===== src/rtl/hazard_fwd_unit_if.sv =====
// Bundle between the ID stage and the hazard/forwarding controller.
// The ID side drives the instruction fields and flush; the controller returns
// stall, the per-port forward selects and its performance counters.
interface hazard_fwd_unit_if #(
    parameter int NRP    = 2,
    parameter int NSTAGE = 3,
    parameter int CNTW   = 32
);
    localparam int SELW = $clog2(NSTAGE);

    logic                   id_valid;
    logic [NRP*5-1:0]       id_rs;
    logic [NRP-1:0]         id_rs_used;
    logic [4:0]             id_rd;
    logic                   id_regwrite;
    logic                   id_is_load;
    logic                   flush;
    logic                   stall;
    logic [NRP*SELW-1:0]    fwd_sel;
    logic [CNTW-1:0]        stall_cnt;
    logic [CNTW-1:0]        fwd_cnt;

    // ID stage side
    modport master (
        output id_valid, id_rs, id_rs_used, id_rd, id_regwrite, id_is_load, flush,
        input  stall, fwd_sel, stall_cnt, fwd_cnt
    );

    // Controller side
    modport slave (
        input  id_valid, id_rs, id_rs_used, id_rd, id_regwrite, id_is_load, flush,
        output stall, fwd_sel, stall_cnt, fwd_cnt
    );
endinterface


===== src/rtl/hazard_fwd_unit.sv =====
// Hazard detection and operand bypass control for an in-order integer pipeline.
// Tracks the destination registers of the last NSTAGE issued instructions in a
// slot shift register and, each cycle, produces per-read-port forward selects
// and a load-use stall.
//
// Issue handshake: id_valid qualifies the ID instruction; stall is the
// backpressure (ID may advance only when stall=0). An instruction issues into
// EX exactly on an edge where id_valid=1, stall=0 and flush=0; every other
// edge pushes a bubble into slot 1.
module hazard_fwd_unit #(
    parameter int NRP      = 2,
    parameter int NSTAGE   = 3,
    parameter int LOAD_LAT = 1,
    parameter int CNTW     = 32
) (
    input logic              clock,
    input logic              reset,
    hazard_fwd_unit_if.slave bus
);
    localparam int SELW = $clog2(NSTAGE);

    typedef struct packed {
        logic       valid;
        logic [4:0] rd;
        logic       wr;
        logic       ld;
    } slot_t;

    // slot_q[j] holds the instruction issued j cycles ago; slot 1 is in EX.
    slot_t               slot_q [1:NSTAGE];
    logic                stall_c;
    logic [NRP*SELW-1:0] sel_c;
    logic                issue;
    logic [CNTW-1:0]     stall_cnt_q;
    logic [CNTW-1:0]     fwd_cnt_q;

    // Youngest matching producer per port decides forward select or stall.
    always_comb begin : detect
        logic       found;
        logic       hazard;
        logic [4:0] rs;
        sel_c  = '0;
        hazard = 1'b0;
        found  = 1'b0;
        rs     = 5'd0;
        for (int p = 0; p < NRP; p++) begin
            rs    = bus.id_rs[5*p +: 5];
            found = 1'b0;
            for (int j = 1; j <= NSTAGE; j++) begin
                if (!found && bus.id_valid && bus.id_rs_used[p] && (rs != 5'd0) &&
                    slot_q[j].valid && slot_q[j].wr && (slot_q[j].rd == rs)) begin
                    found = 1'b1;
                    if (slot_q[j].ld && (j < 1 + LOAD_LAT)) begin
                        // Load data not yet available at this depth.
                        hazard = 1'b1;
                    end else if (j < NSTAGE) begin
                        // Slot NSTAGE is in WB and the regfile writes through.
                        sel_c[SELW*p +: SELW] = SELW'(j);
                    end
                end
            end
        end
        stall_c = hazard & ~bus.flush;
    end

    assign issue         = bus.id_valid & ~stall_c & ~bus.flush;
    assign bus.stall     = stall_c;
    assign bus.fwd_sel   = sel_c;
    assign bus.stall_cnt = stall_cnt_q;
    assign bus.fwd_cnt   = fwd_cnt_q;

    // Shift the slot register; issue the ID instruction or a bubble into slot 1.
    always_ff @(posedge clock or posedge reset) begin
        if (reset) begin
            for (int j = 1; j <= NSTAGE; j++) begin
                slot_q[j] <= '0;
            end
        end else begin
            for (int j = NSTAGE; j >= 2; j--) begin
                slot_q[j] <= slot_q[j-1];
            end
            slot_q[1] <= issue ? {1'b1, bus.id_rd, bus.id_regwrite, bus.id_is_load} : '0;
        end
    end

    // Saturating performance counters for stall cycles and bypassed issues.
    always_ff @(posedge clock or posedge reset) begin
        if (reset) begin
            stall_cnt_q <= '0;
            fwd_cnt_q   <= '0;
        end else begin
            if (stall_c && (stall_cnt_q != {CNTW{1'b1}})) begin
                stall_cnt_q <= stall_cnt_q + CNTW'(1);
            end
            if (issue && (|sel_c) && (fwd_cnt_q != {CNTW{1'b1}})) begin
                fwd_cnt_q <= fwd_cnt_q + CNTW'(1);
            end
        end
    end
endmodule


===== src/flat_wrapper.sv =====
// flat-port wrapper written by rule: the top's interface ports become plain ports
module hazard_fwd_unit_flat 
#(
    parameter int NRP      = 2,
    parameter int NSTAGE   = 3,
    parameter int LOAD_LAT = 1,
    parameter int CNTW     = 32
)
  (clock, reset, bus_id_valid, bus_id_rs, bus_id_rs_used, bus_id_rd, bus_id_regwrite, bus_id_is_load, bus_flush, bus_stall, bus_fwd_sel, bus_stall_cnt, bus_fwd_cnt);
  hazard_fwd_unit_if #(.NRP(NRP), .NSTAGE(NSTAGE), .CNTW(CNTW)) bus_i ();
  input logic clock;
  input logic reset;
  input wire logic [$bits(bus_i.id_valid)-1:0] bus_id_valid;
  input wire logic [$bits(bus_i.id_rs)-1:0] bus_id_rs;
  input wire logic [$bits(bus_i.id_rs_used)-1:0] bus_id_rs_used;
  input wire logic [$bits(bus_i.id_rd)-1:0] bus_id_rd;
  input wire logic [$bits(bus_i.id_regwrite)-1:0] bus_id_regwrite;
  input wire logic [$bits(bus_i.id_is_load)-1:0] bus_id_is_load;
  input wire logic [$bits(bus_i.flush)-1:0] bus_flush;
  output wire logic [$bits(bus_i.stall)-1:0] bus_stall;
  output wire logic [$bits(bus_i.fwd_sel)-1:0] bus_fwd_sel;
  output wire logic [$bits(bus_i.stall_cnt)-1:0] bus_stall_cnt;
  output wire logic [$bits(bus_i.fwd_cnt)-1:0] bus_fwd_cnt;
  assign bus_i.id_valid = bus_id_valid;
  assign bus_i.id_rs = bus_id_rs;
  assign bus_i.id_rs_used = bus_id_rs_used;
  assign bus_i.id_rd = bus_id_rd;
  assign bus_i.id_regwrite = bus_id_regwrite;
  assign bus_i.id_is_load = bus_id_is_load;
  assign bus_i.flush = bus_flush;
  assign bus_stall = bus_i.stall;
  assign bus_fwd_sel = bus_i.fwd_sel;
  assign bus_stall_cnt = bus_i.stall_cnt;
  assign bus_fwd_cnt = bus_i.fwd_cnt;
  hazard_fwd_unit #(.NRP(NRP), .NSTAGE(NSTAGE), .LOAD_LAT(LOAD_LAT), .CNTW(CNTW)) u_core (.clock(clock), .reset(reset), .bus(bus_i));
endmodule

===== config.mk =====
export PLATFORM = sky130hd
export DESIGN_NAME = hazard_fwd_unit_flat
export DESIGN_NICKNAME = d
export VERILOG_FILES = /design/src/rtl/hazard_fwd_unit_if.sv /design/src/rtl/hazard_fwd_unit.sv /design/src/flat_wrapper.sv
export SDC_FILE = /design/constraint.sdc
export NUM_CORES = 1
export LEC_CHECK = 0
export BUFFER_PORTS_ARGS = -buffer_cell sky130_fd_sc_hd__clkbuf_2
export CORE_MARGIN = 2
export CORE_UTILIZATION = 58
export CTS_CLUSTER_DIAMETER = 150
export DETAILED_ROUTE_END_ITERATION = 10
export PLACE_DENSITY = 0.83
export SLEW_MARGIN = 10
export SYNTH_ARGS = -nofsm -noshare
export SYNTH_HDL_FRONTEND = slang
export SYNTH_SLANG_ARGS = --single-unit
export TNS_END_PERCENT = 50

===== constraint.sdc =====
create_clock -name clock -period 3.6 [get_ports clock]
set_clock_uncertainty 0.1 [all_clocks]
set_input_delay 0.54 -clock clock [delete_from_list [all_inputs] [get_ports clock]]
set_output_delay 0.54 -clock clock [all_outputs]
set_load 0.01 [all_outputs]

Word level (Yosys, flattened, before mapping)
Index checks and enable logic that the tools add are counted.

cells by class
  $add $sub $neg = 2
  multiply operators = 0
  divide/modulo/power cells = 0
  order comparisons = 0
  eq/ne operators = 6
  shifts and indexed selects = 0
  multiplexer cells = 12
  bitwise gates (word level) = 5
  reduce and logical (&&, ||, !) cells = 30

operators with widths
  cell                                            number
  adder 32 x 1 -> 32 bit (second input constant)  2
  inequality test 32 bit (second input constant)  2
  logical AND 1 bit                               25
  equality test 5 bit                             4
  nonzero test 5 bit                              2
  two-way mux 1 bit                               8
  two-way mux 8 bit                               1
  two-way mux 2 bit                               3
  OR reduction 4 bit                              1
  bitwise AND 1 bit                               3
  logical NOT 1 bit                               2
  inverter 1 bit                                  2

word-level totals
  bits in registers = 79
  bits in latches = 0
  memory bits (writable) = 0
  memory bits (read-only) = 0
  bits of input ports = 23
  output and inout port bits = 69
  logic and storage cells = 64
  memories = 0

Depth between registers and ports, before layout
  word-level depth = 17
  gate-level depth with buffers = 8
  gate-level depth less buffers = 7

Worst setup path after synthesis
OpenSTA, ideal clock, no wires.

  path kind = input port to flip-flop
  start = input bus_id_rs[0]
  end = register u_core.fwd_cnt_q[31], in the netlist u_core.bus.fwd_cnt[31]
  library setup time = 0.125 ns
  arrival time = 2.191 ns
  required time = 3.375 ns
  setup slack = 1.184 ns
  cell stages on the path = 7
  buffers on the path = 1
  path through = or4_1 -> o21bai_1 -> or4_4 -> nand4_1 -> buf_4 -> nand4_1 -> mux2_2

between the ends
  word-level cells in the longest chain between the ends = 17
  elaborated cells between the ends (all ways) = 27
  classes of those cells = 2 x eq/ne; 6 x mux; 4 x bitwise; 15 x reduce/logical

ends and longest elaborated chain
  item                                RTL line               source
  start, declared                     flat_wrapper.sv:14     input wire logic [$bits(bus_i.id_rs)-1:0] bus_id_rs;
  nonzero test 5 bit                  hazard_fwd_unit.sv:50  if (!found && bus.id_valid && bus.id_rs_used[p] && (rs != 5'd0) &&
  logical AND 1 bit (2 in a row)      hazard_fwd_unit.sv:50
  logical AND 1 bit (2 in a row)      hazard_fwd_unit.sv:51  slot_q[j].valid && slot_q[j].wr && (slot_q[j].rd == rs)) begin
  two-way mux 1 bit                   hazard_fwd_unit.sv:50
  logical NOT 1 bit                   hazard_fwd_unit.sv:50
  logical AND 1 bit (4 in a row)      hazard_fwd_unit.sv:50
  logical AND 1 bit (2 in a row)      hazard_fwd_unit.sv:51
  two-way mux 2 bit                   hazard_fwd_unit.sv:50
  OR reduction 4 bit                  hazard_fwd_unit.sv:95  if (issue && (|sel_c) && (fwd_cnt_q != {CNTW{1'b1}})) begin
  logical AND 1 bit (*) (2 in a row)  hazard_fwd_unit.sv:95
  end signal, assigned                hazard_fwd_unit.sv:96  fwd_cnt_q <= fwd_cnt_q + CNTW'(1);
  end, declared                       hazard_fwd_unit.sv:35  logic [CNTW-1:0] fwd_cnt_q;

Mark *: on every way between the ends. The rest lies on a longest branch, timed or not.
A chain may end at the register's enable or synchronous reset.

Worst setup path after layout
  start = register u_core.slot_q[21] (netlist bit)
  end = output bus_stall

between the ends
  word-level cells in the longest chain between the ends = 6
  elaborated cells between the ends (all ways) = 8
  classes of those cells = 2 x eq/ne; 3 x mux; 1 x bitwise; 2 x reduce/logical

ends and longest elaborated chain
  item                             RTL line               source
  start, declared                  hazard_fwd_unit.sv:30  slot_t slot_q [1:NSTAGE];
  start signal, assigned by index  hazard_fwd_unit.sv:80  slot_q[j] <= slot_q[j-1];
  equality test 5 bit              hazard_fwd_unit.sv:51
  logical AND 1 bit                hazard_fwd_unit.sv:51
  two-way mux 1 bit                hazard_fwd_unit.sv:50
  two-way mux 1 bit                hazard_fwd_unit.sv:53  if (slot_q[j].ld && (j < 1 + LOAD_LAT)) begin
  two-way mux 1 bit (*)            hazard_fwd_unit.sv:50
  bitwise AND 1 bit (*)            hazard_fwd_unit.sv:63  stall_c = hazard & ~bus.flush;
  end, declared                    flat_wrapper.sv:20     output wire logic [$bits(bus_i.stall)-1:0] bus_stall;

Marks and branches as above.

==> results.json <==
{
  "critical_path.reg2reg.endpoint": "u_core.bus.fwd_cnt[1]",
  "cts_resized": 0,
  "reg2reg_depth": 7,
  "outcome": "finished clean",
  "count_of_maximum_capacitance_violations": 0,
  "worstMarginPinSlew_ns": 0.809,
  "synth.largest_area_cell": "sky130_fd_sc_hd__dfrtp_1",
  "avgSynthCellArea_um2": 10.5,
  "final_net_count": 511,
  "met2WireLength_mm": 4.50,
  "fp.dieW_um": 87.4,
  "synth_edf_count": 0,
  "timing.fmax_ghz": 0.355,
  "worst_skew_pair.late_latency_ns": 0.35,
  "drtAntennaViolNets": 0,
  "syn_inst": 385,
  "post_drt_wl_per_cell_um": 16.1,
  "detail_route.first_pass.iterations": 5,
  "tns_ns": 0,
  "cp-end-kind": "output port",
  "dp_hpwl_mm": 6.78,
  "timing.critical_path.fanout_max": 4,
  "power.density_mw_per_mm2": 325,
  "yosysWarningCount": 0,
  "vias_in_the_first_global_route": 3239,
  "numPlacedInstances": 555,
  "drive_above_1_share": 0.252,
  "dr.max_layer_used": "met4",
  "synth.top_cells.by_area": "sky130_fd_sc_hd__dfrtp_1 (49%), sky130_fd_sc_hd__xnor2_1 (15%), sky130_fd_sc_hd__nand4_1 (6.5%)",
  "start_kind": "flop",
  "die-height_um": 87.4,
  "placementRows": 30,
  "relSlewSlack": 0.460,
  "m1WireLength_mm": 4.04,
  "gr-usage-all-layers": 0.249,
  "rsz0062_at_grt": "false",
  "final-hold-violation-count": 0,
  "clk_pin_slew_ns": 0.07,
  "grt_antenna_before_repair": 0,
  "cts_root_buf": "sky130_fd_sc_hd__clkbuf_8",
  "postSynth.topFlopCell": "sky130_fd_sc_hd__dfrtp_1",
  "yosysUniqueCellTypes": 43,
  "register_bit_total_from_synthesis": 79,
  "synthMostInstantiatedCell": "sky130_fd_sc_hd__dfrtp_1",
  "met3_length_um": 464,
  "cts_max_path_buffers": 2,
  "floorplan.die_area_mm2": 0.00764,
  "post_synth_most_frequent_cells": "sky130_fd_sc_hd__dfrtp_1 (79), sky130_fd_sc_hd__xnor2_1 (70), sky130_fd_sc_hd__nand4_1 (42), sky130_fd_sc_hd__nand3_1 (30), sky130_fd_sc_hd__nor2_1 (29)",
  "globalplace.congestion": 0.893,
  "area.growth.synth_to_final_pct": 18.4,
  "numCtsBuffers": 9,
  "kind_of_critical_path": "reg2out",
  "io_pins": 92,
  "detailroute.via_count": 3384,
  "ctsHoldBuffers": 0,
  "endpoint": "bus_stall",
  "startpoint": "u_core.slot_q[21]",
  "synth.cell_area_mm2": 0.00404,
  "synthesis.nets": 410,
  "synth_largest_type_area_fraction": 0.490,
  "power.total_uw": 1550,
  "effective_utilization_at_floorplan": 0.598,
  "clock_sinks": 79,
  "power.leakage_uw": 0.00223,
  "cts.htree.levels": 3,
  "report.final.slew_viol_count": 0,
  "synth_seq_area_share": 0.490,
  "post_detailed_route_via_to_cell_ratio": 5.95,
  "drt_wl_total_mm": 9.16,
  "first_iter_violations": 245,
  "cts_tree": "done",
  "cp_data_required_time_ns": 2.96,
  "r2r_setup_slack_ns": 1.08,
  "antenna_cells": 0,
  "final_cell_count_no_fill": 569,
  "min_period_over_period": 0.783,
  "vdd_ir_drop_max_mv": 0.195,
  "min_period_ns": 2.82,
  "post-cts-setup-buffers": 0,
  "hold_path.class": "in2async",
  "drcViolationCount": 0,
  "reg2reg_from": "u_core.bus.fwd_cnt[0]",
  "numPortBuffers": 91,
  "overflow": 0,
  "grt_pass1_wl_mm": 15.1,
  "crit_arrival_ns": 2.18,
  "grt_max_degree": 40,
  "asyncSetResetFlopFracSynth": 1.00,
  "setup_viol": 0,
  "placeableCoreArea_mm2": 0.00676
}
## sequential cells by signal (all words and copies together), names as in the netlist
register and count:
u_core.bus.fwd_cnt 32, u_core.slot_q 15, u_core.bus.stall_cnt 32
## power by group
part | total (µW) | leakage (µW) | internal (µW) | switching, µW
Sequential | 901 | 0.00110 | 894 | 7.04
Clock | 579 | 0.0000854 | 280 | 299
Combinational | 74.1 | 0.00105 | 28.8 | 45.3
Total | 1550 | 0.00223 | 1200 | 351
## worst min path at each step
stage                      startpoint                     end  slack (ns)  depth (start not counted)
floorplan           u_core.slot_q[17]        u_core.slot_q[9]        0.27                          0
global placement    u_core.slot_q[23]       u_core.slot_q[15]        0.28                          0
detailed placement  u_core.slot_q[23]       u_core.slot_q[15]        0.28                          0
CTS                             reset  u_core.bus.fwd_cnt[28]        0.25                          2
global route                    reset  u_core.bus.fwd_cnt[26]        0.30                          2
finish                          reset  u_core.bus.fwd_cnt[26]        0.23                          2
## worst max-delay path, cell delays in order, from the launching register on
cell and delay (ns):
sky130_fd_sc_hd__dfrtp_1 0.43, sky130_fd_sc_hd__xnor2_1 0.18, sky130_fd_sc_hd__nand4_1 0.17, sky130_fd_sc_hd__nor4_1 0.61, sky130_fd_sc_hd__nor2_1 0.13, sky130_fd_sc_hd__nor2_1 0.17
sky130_fd_sc_hd__clkbuf_2 0.15
## cell families (layout without fill, tap and decap cells)
group                      Yosys count  in the layout  share of synthesized area
AOI/OAI and AO/OA                   12             12                     0.0313
xor gates and xnor gates            81             81                      0.176
adders and majority gates            2              2                    0.00620
buffers and inverters               13            117                     0.0146
DFF                                 79             79                      0.490
muxes                                3              3                    0.00837
and+or+nand+nor                    195            195                      0.274
## cell type report
cell class / count / area (µm²)
Sequential cell: 79 / 1980
Clock buffer: 13 / 159
Multi-Input combinational cell: 293 / 2010
Timing Repair Buffer: 100 / 523
Fill cell: 521 / 1980
Inverter: 3 / 11.3
Clock inverter: 1 / 5.00
Tap cell: 80 / 100
## per-stage QoR
stage | utilization | setup WS (ns) | area (µm²) | hold slack [ns]
6_report | 0.708 | 0.783 | 4780 | 0.228
5_1_grt | 0.708 | 0.580 | 4780 | 0.298
4_1_cts | 0.708 | 0.799 | 4780 | 0.249
3_5_place_dp | 0.683 | 0.818 | 4620 | 0.282
3_3_place_gp | 0.683 | 0.843 | 4620 | 0.284
2_1_floorplan | - | 0.937 | 4040 | 0.274
## routing by layer
metal / track usage / vias to the layer above
met5: 0 / -
met4: 0.112 / 0
met3: 0.0398 / 16
met2: 0.395 / 127
met1: 0.339 / 1655
li1: - / 1586
## cell usage in the layout, fill, tap and decap left out, drive strengths merged, types with 2 or more instances in the layout
| cell type | instances |
|---|---|
| nand2 | 23 |
| and3 | 19 |
| nand3 | 30 |
| nor3b | 2 |
| xor2 | 11 |
| or3 | 4 |
| nand4b | 2 |
| dfrtp | 79 |
| buf | 9 |
| and2 | 12 |
| nor2 | 29 |
| mux2 | 3 |
| nand4 | 42 |
| xnor2 | 70 |
| and4 | 5 |
| nand2b | 2 |
| nor4 | 5 |
| inv | 3 |
| nor4b | 3 |
| clkbuf | 104 |
| a21oi | 2 |
| or4 | 5 |
| ha | 2 |
| nor3 | 8 |
No activity file was read; power rests on OpenSTA's default activity.
